**config.mk**
```make
export PLATFORM = sky130hd
export DESIGN_NAME = systolic_array_ctrl
export DESIGN_NICKNAME = d
export VERILOG_FILES = /design/src/rtl/systolic_array_ctrl.sv
export SDC_FILE = /design/constraint.sdc
export NUM_CORES = 1
export LEC_CHECK = 0
export ABC_AREA = 1
export CAP_MARGIN = 15
export CORE_MARGIN = 4
export CORE_UTILIZATION = 35
export CTS_CLUSTER_SIZE = 25
export DETAILED_ROUTE_END_ITERATION = 16
export PLACE_DENSITY = 0.68
export SLEW_MARGIN = 10
export SYNTH_ARGS = -nofsm -noshare
export SYNTH_HDL_FRONTEND = slang
export SYNTH_SLANG_ARGS = --single-unit
```
**constraint.sdc**
```tcl
create_clock -name clk -period 3.4 [get_ports clk]
set_clock_uncertainty 0.1 [all_clocks]
set_input_delay 1.02 -clock clk [delete_from_list [all_inputs] [get_ports clk]]
set_output_delay 1.02 -clock clk [all_outputs]
set_load 0.01 [all_outputs]
```
**src/rtl/systolic_array_ctrl.sv**
```systemverilog
// -----------------------------------------------------------------------------
// systolic_array_ctrl
//
// Sequencer for an N x N array of multiply-accumulate PEs. A run clears the PE
// accumulators and then steps the operand buffers through k_len + 2N - 2
// skewed wavefronts. For each wavefront it reads the buffers, broadcasts a
// load to every PE and waits until each PE has pulsed its done line once.
// Completion of the whole product is signalled with a one-cycle done pulse.
//
// Optional feature (macro WDOG_EN): a watchdog bounds each WAIT to TIMEOUT
// cycles. On expiry the run is abandoned, err is raised and done still pulses.
// Without the macro, err is tied low and WAIT may last indefinitely.
//
// Parameters:
//   N        array dimension (N*N PEs)
//   KW       width of k_len
//   SW       width of the step counter and rd_addr (holds k_len + 2N - 2)
//   TIMEOUT  watchdog limit in cycles per WAIT (WDOG_EN only)
//
// Ports:
//   clk      in   rising-edge clock
//   rst      in   asynchronous active-high reset
//   start    in   begin a product; sampled only in IDLE
//   k_len    in   inner dimension K, captured when start is accepted
//   pe_done  in   per-PE single-cycle completion pulses, bit i = PE i
//   pe_clr   out  one-cycle accumulator clear
//   rd_en    out  operand buffer read strobe
//   rd_addr  out  wavefront index; holds its last value outside FETCH
//   load_pe  out  broadcast load to all PEs
//   busy     out  high in every state except IDLE
//   done     out  one-cycle completion pulse
//   err      out  watchdog error, sticky until the next accepted start
// -----------------------------------------------------------------------------
module systolic_array_ctrl #(
    parameter int N       = 4,
    parameter int KW      = 8,
    parameter int SW      = KW + 4,
    parameter int TIMEOUT = 1024
) (
    input  logic            clk,
    input  logic            rst,
    input  logic            start,
    input  logic [KW-1:0]   k_len,
    input  logic [N*N-1:0]  pe_done,
    output logic            pe_clr,
    output logic            rd_en,
    output logic [SW-1:0]   rd_addr,
    output logic            load_pe,
    output logic            busy,
    output logic            done,
    output logic            err
);

    typedef enum logic [2:0] {
        S_IDLE,
        S_CLEAR,
        S_FETCH,
        S_LOAD,
        S_WAIT,
        S_FINISH
    } state_t;

    // Extra wavefronts needed to drain the skew out of the array.
    localparam logic [SW-1:0] SKEW = SW'(2 * N - 2);

    state_t          state, state_next;
    logic [SW-1:0]   step, step_next;
    logic [SW-1:0]   total, total_next;
    logic            k_zero, k_zero_next;
    logic [N*N-1:0]  seen, seen_next;
    logic            all_seen;
    logic            wd_hit;

    // A PE finishing in the current cycle counts immediately, so the next
    // FETCH follows the last pulse without an extra cycle.
    assign all_seen = &(seen | pe_done);

    // -------------------------------------------------------------------------
    // Next-state logic
    // -------------------------------------------------------------------------
    always_comb begin
        // NOTE: every variable gets a default first so no path infers a latch.
        state_next  = state;
        step_next   = step;
        total_next  = total;
        k_zero_next = k_zero;
        seen_next   = seen;

        unique case (state)
            S_IDLE: begin
                if (start) begin
                    total_next  = SW'(k_len) + SKEW;
                    k_zero_next = (k_len == '0);
                    step_next   = '0;
                    state_next  = S_CLEAR;
                end
            end
            S_CLEAR: begin
                state_next = k_zero ? S_FINISH : S_FETCH;
            end
            S_FETCH: begin
                state_next = S_LOAD;
            end
            S_LOAD: begin
                seen_next  = pe_done;
                state_next = S_WAIT;
            end
            S_WAIT: begin
                seen_next = seen | pe_done;
                if (all_seen) begin
                    step_next  = step + SW'(1);
                    state_next = (step_next == total) ? S_FINISH : S_FETCH;
                end else if (wd_hit) begin
                    state_next = S_FINISH;
                end
            end
            S_FINISH: begin
                state_next = S_IDLE;
            end
            default: begin
                state_next = S_IDLE;
            end
        endcase
    end

    // -------------------------------------------------------------------------
    // State and registered outputs. Outputs are decoded from the next state so
    // each strobe is high exactly while the FSM sits in the matching state.
    // -------------------------------------------------------------------------
    always_ff @(posedge clk or posedge rst) begin
        if (rst) begin
            state   <= S_IDLE;
            step    <= '0;
            total   <= '0;
            k_zero  <= 1'b0;
            seen    <= '0;
            pe_clr  <= 1'b0;
            rd_en   <= 1'b0;
            rd_addr <= '0;
            load_pe <= 1'b0;
            busy    <= 1'b0;
            done    <= 1'b0;
        end else begin
            // NOTE: sequential state uses non-blocking assignments so every
            // register samples values from before this clock edge.
            state   <= state_next;
            step    <= step_next;
            total   <= total_next;
            k_zero  <= k_zero_next;
            seen    <= seen_next;
            pe_clr  <= (state_next == S_CLEAR);
            rd_en   <= (state_next == S_FETCH);
            load_pe <= (state_next == S_LOAD);
            busy    <= (state_next != S_IDLE);
            done    <= (state_next == S_FINISH);
            if (state_next == S_FETCH) begin
                rd_addr <= step_next;
            end
        end
    end

`ifdef WDOG_EN
    // -------------------------------------------------------------------------
    // Watchdog: counts cycles spent in the current WAIT; restarts from zero on
    // every entry (from LOAD). Expiry on the TIMEOUT-th WAIT cycle.
    // -------------------------------------------------------------------------
    localparam int TW = (TIMEOUT > 1) ? $clog2(TIMEOUT) : 1;

    logic [TW-1:0] wd_cnt;

    assign wd_hit = (state == S_WAIT) && !all_seen && (wd_cnt == TW'(TIMEOUT - 1));

    always_ff @(posedge clk or posedge rst) begin
        if (rst) begin
            wd_cnt <= '0;
        end else if (state == S_LOAD) begin
            wd_cnt <= '0;
        end else if (state == S_WAIT) begin
            wd_cnt <= wd_cnt + TW'(1);
        end
    end

    always_ff @(posedge clk or posedge rst) begin
        if (rst) begin
            err <= 1'b0;
        end else if (state == S_IDLE && start) begin
            err <= 1'b0;
        end else if (wd_hit) begin
            err <= 1'b1;
        end
    end
`else
    assign wd_hit = 1'b0;
    assign err    = 1'b0;
`endif

endmodule

```
==> flow_summary.json <==
{
  "post_cts_resized": 0,
  "drive_gt1_frac": 0.1031,
  "ys_seq_area_frac": 0.4704,
  "synth_warnings": 0,
  "antenna_found_initial": 0,
  "period_share": 0.8925,
  "syn_inst": 398,
  "crit_path_end_kind": "register",
  "core_area_um2": 8382,
  "io_pins": 45,
  "ctsHoldBuffers": 0,
  "nNetsFinal": 480,
  "final.min_clock_period_ns": 3.035,
  "layout_commonest_cell": "nand2_1",
  "yosysUniqueCellTypes": 34,
  "ant_nets": 0,
  "synthArstFlopShare": 1.000,
  "cts_tree": "yes",
  "worst_pin_slew_ns": 0.6445,
  "cp.required_ns": 3.57,
  "arrival_ns": 3.20,
  "setup_tns_ns": 0,
  "hold_path.class": "reg2reg",
  "worstHoldStart": "rd_addr[7]$_DFFE_PP0N_",
  "grt_pass1_wl_mm": 12.70,
  "synth_ff_type": "dfrtp_1",
  "synth_nets": 427,
  "die_y_um": 101.9,
  "r2r-start": "step[0]$_DFF_PP0_",
  "dieWidth_um": 101.9,
  "crit_path_max_fanout": 9,
  "ys_ff_latch": 58,
  "grt_overflow": 0,
  "areaGrowthSynthToFinish_pct": 24.94,
  "worstSetupStartpointType": "input pin",
  "dieArea_um2": 10380,
  "crit_path_start": "pe_done[12]",
  "slew_headroom": 0.5674,
  "grt_max_degree": 26,
  "root_buffer": "clkbuf_8",
  "syn_area_per_cell_um2": 7.752,
  "drtPass1Iterations": 4,
  "rsz0062_at_grt": "no",
  "status": "finished, final reports clean",
  "drt_first_iter_violations": 207,
  "final_util": 0.4599,
  "clkSinkCount": 58,
  "place_congestion": 0.8830,
  "post-cts-setup-buffers": 0,
  "cap_violations": 0,
  "clkSlewWorstSetupHoldPaths_ns": 0.07,
  "setup_viol": 0,
  "hold_violations": 0,
  "timing.final.max_slew_violations": 0,
  "synth_edf_count": 0,
  "fmax_mhz": 329.5,
  "wl_per_cell_um": 13.30,
  "synth_area_um2": 3085,
  "peakVddDrop_v": 0.0002964,
  "layout_common_cells": "109 x nand2_1, 58 x dfrtp_1, 57 x nand3_1, 53 x inv_1, 43 x clkdlybuf4s50_1",
  "place_hpwl_mm": 5.708,
  "wl_mm": 7.463,
  "grt_usage": 0.1569,
  "max-clock-path-buffers": 2,
  "fillers": 847,
  "criticalPathCategory": "in2reg",
  "p_leak_uw": 0.001919,
  "clk_latency_ns": 0.34,
  "num_vias": 2789,
  "viasPerCell": 4.971,
  "start_util": 0.3681,
  "drc": 0,
  "cellPowerDensity_nw_per_um2": 702.4,
  "cts-buffers-inserted": 9,
  "first_global_vias": 2679,
  "portBuffers": 43,
  "fp-row-count": 33,
  "antenna_cells": 0,
  "h-tree-depth": 3
}
[layer usage]
metal	share of wire	vias to the layer above	routed length, µm	GRT usage
met2	0.45	76	3339	0.2379
met3	0.060	10	445	0.03959
met4	0.012	0	92	0.05449
met1	0.48	1297	3585	0.2197
met5	0	-	0	0
li1	-	1406	-	-
[state kept, by name, summed over array words and instances, names as in the netlist]
name,cells
total,9
k_zero,1
seen,16
done,1
load_pe,1
pe_clr,1
state,3
rd_en,1
rd_addr,12
step,12
busy,1
[through the flow]
stage	std cells	power [µW]	hold slack, ns	cell area (µm²)	setup slack (ns)
floorplan	398	1765	0.3580	3085	0.8520
finish	561	2708	0.3850	3855	0.3654
detailed placement	545	2038	0.3723	3645	0.02081
global placement	545	2009	0.3719	3645	0.1247
global route	561	2928	0.4133	3855	0.08313
CTS	561	2732	0.3915	3855	0.3796
[report_power, final]
part / total (µW) / internal (µW) / switching [µW]
sequential: 1030 / 902 / 127
clock: 688 / 412 / 276
combinational: 990 / 386 / 604
[cells in the mapped netlist (2+ instances only)]
cell type,instances,share of area
nor2_1,24,0.029
nor3_1,3,0.0049
o22ai_1,11,0.022
nand3_1,57,0.092
a22o_1,8,0.023
inv_2,2,0.0024
nand2_4,2,0.0073
o21ai_1,2,0.0032
nand4_1,9,0.018
dfrtp_1,58,0.47
inv_1,54,0.066
clkbuf_1,4,0.0049
nand3b_1,2,0.0049
o21ai_0,13,0.021
ha_1,2,0.0081
buf_4,3,0.0073
nand2_1,109,0.13
xor2_1,2,0.0057
nand2_2,15,0.030
nor2_4,2,0.0073
nor4_1,3,0.0061
[path summary, 6_finish.rpt]
check | to | slack, ns | cells past startpoint
min | rd_addr[7]$_DFFE_PP0N_ | 0.39 | 2
max in group asynchronous | step[5]$_DFF_PP0_ | 1.64 | 3
max reg2reg | rd_addr[0]$_DFFE_PP0N_ | 0.81 | 17
min reg2reg | rd_addr[7]$_DFFE_PP0N_ | 0.39 | 2
min in group asynchronous | seen[8]$_DFFE_PP0P_ | 0.95 | 2
max | rd_addr[0]$_DFFE_PP0N_ | 0.37 | 14
[cell families after synthesis]
group,share of synthesized area
buf+inv,0.08961
fa+ha+maj,0.008109
simple gates,0.3431
flops,0.4704
xor+xnor,0.008517
compound gates,0.07908
other cells,0.001215
[worst max-delay path: stages]
cell and delay, ns:
clkdlybuf4s50_1 0.45, inv_1 0.04, nand2_1 0.06, nand4_1 0.09, nor4_1 0.36, nand2_1 0.26, inv_1 0.16, nand2_2 0.08
nand3_1 0.08, nand2_2 0.09, inv_2 0.13, buf_4 0.17, nand3_1 0.11, nand2_1 0.09
[cell type report]
cell class	instances	area (µm²)	area share
Clock buffer	11	131.4	0.03408
Clock inverter	5	78.83	0.02045
Inverter	57	214.0	0.05550
Multi-Input combinational cell	274	1358	0.3522
Sequential cell	58	1451	0.3765
Tap cell	105	131.4	0.03408
Timing Repair Buffer	51	490.5	0.1272
Note: power is estimated with default switching activity, not from simulation.
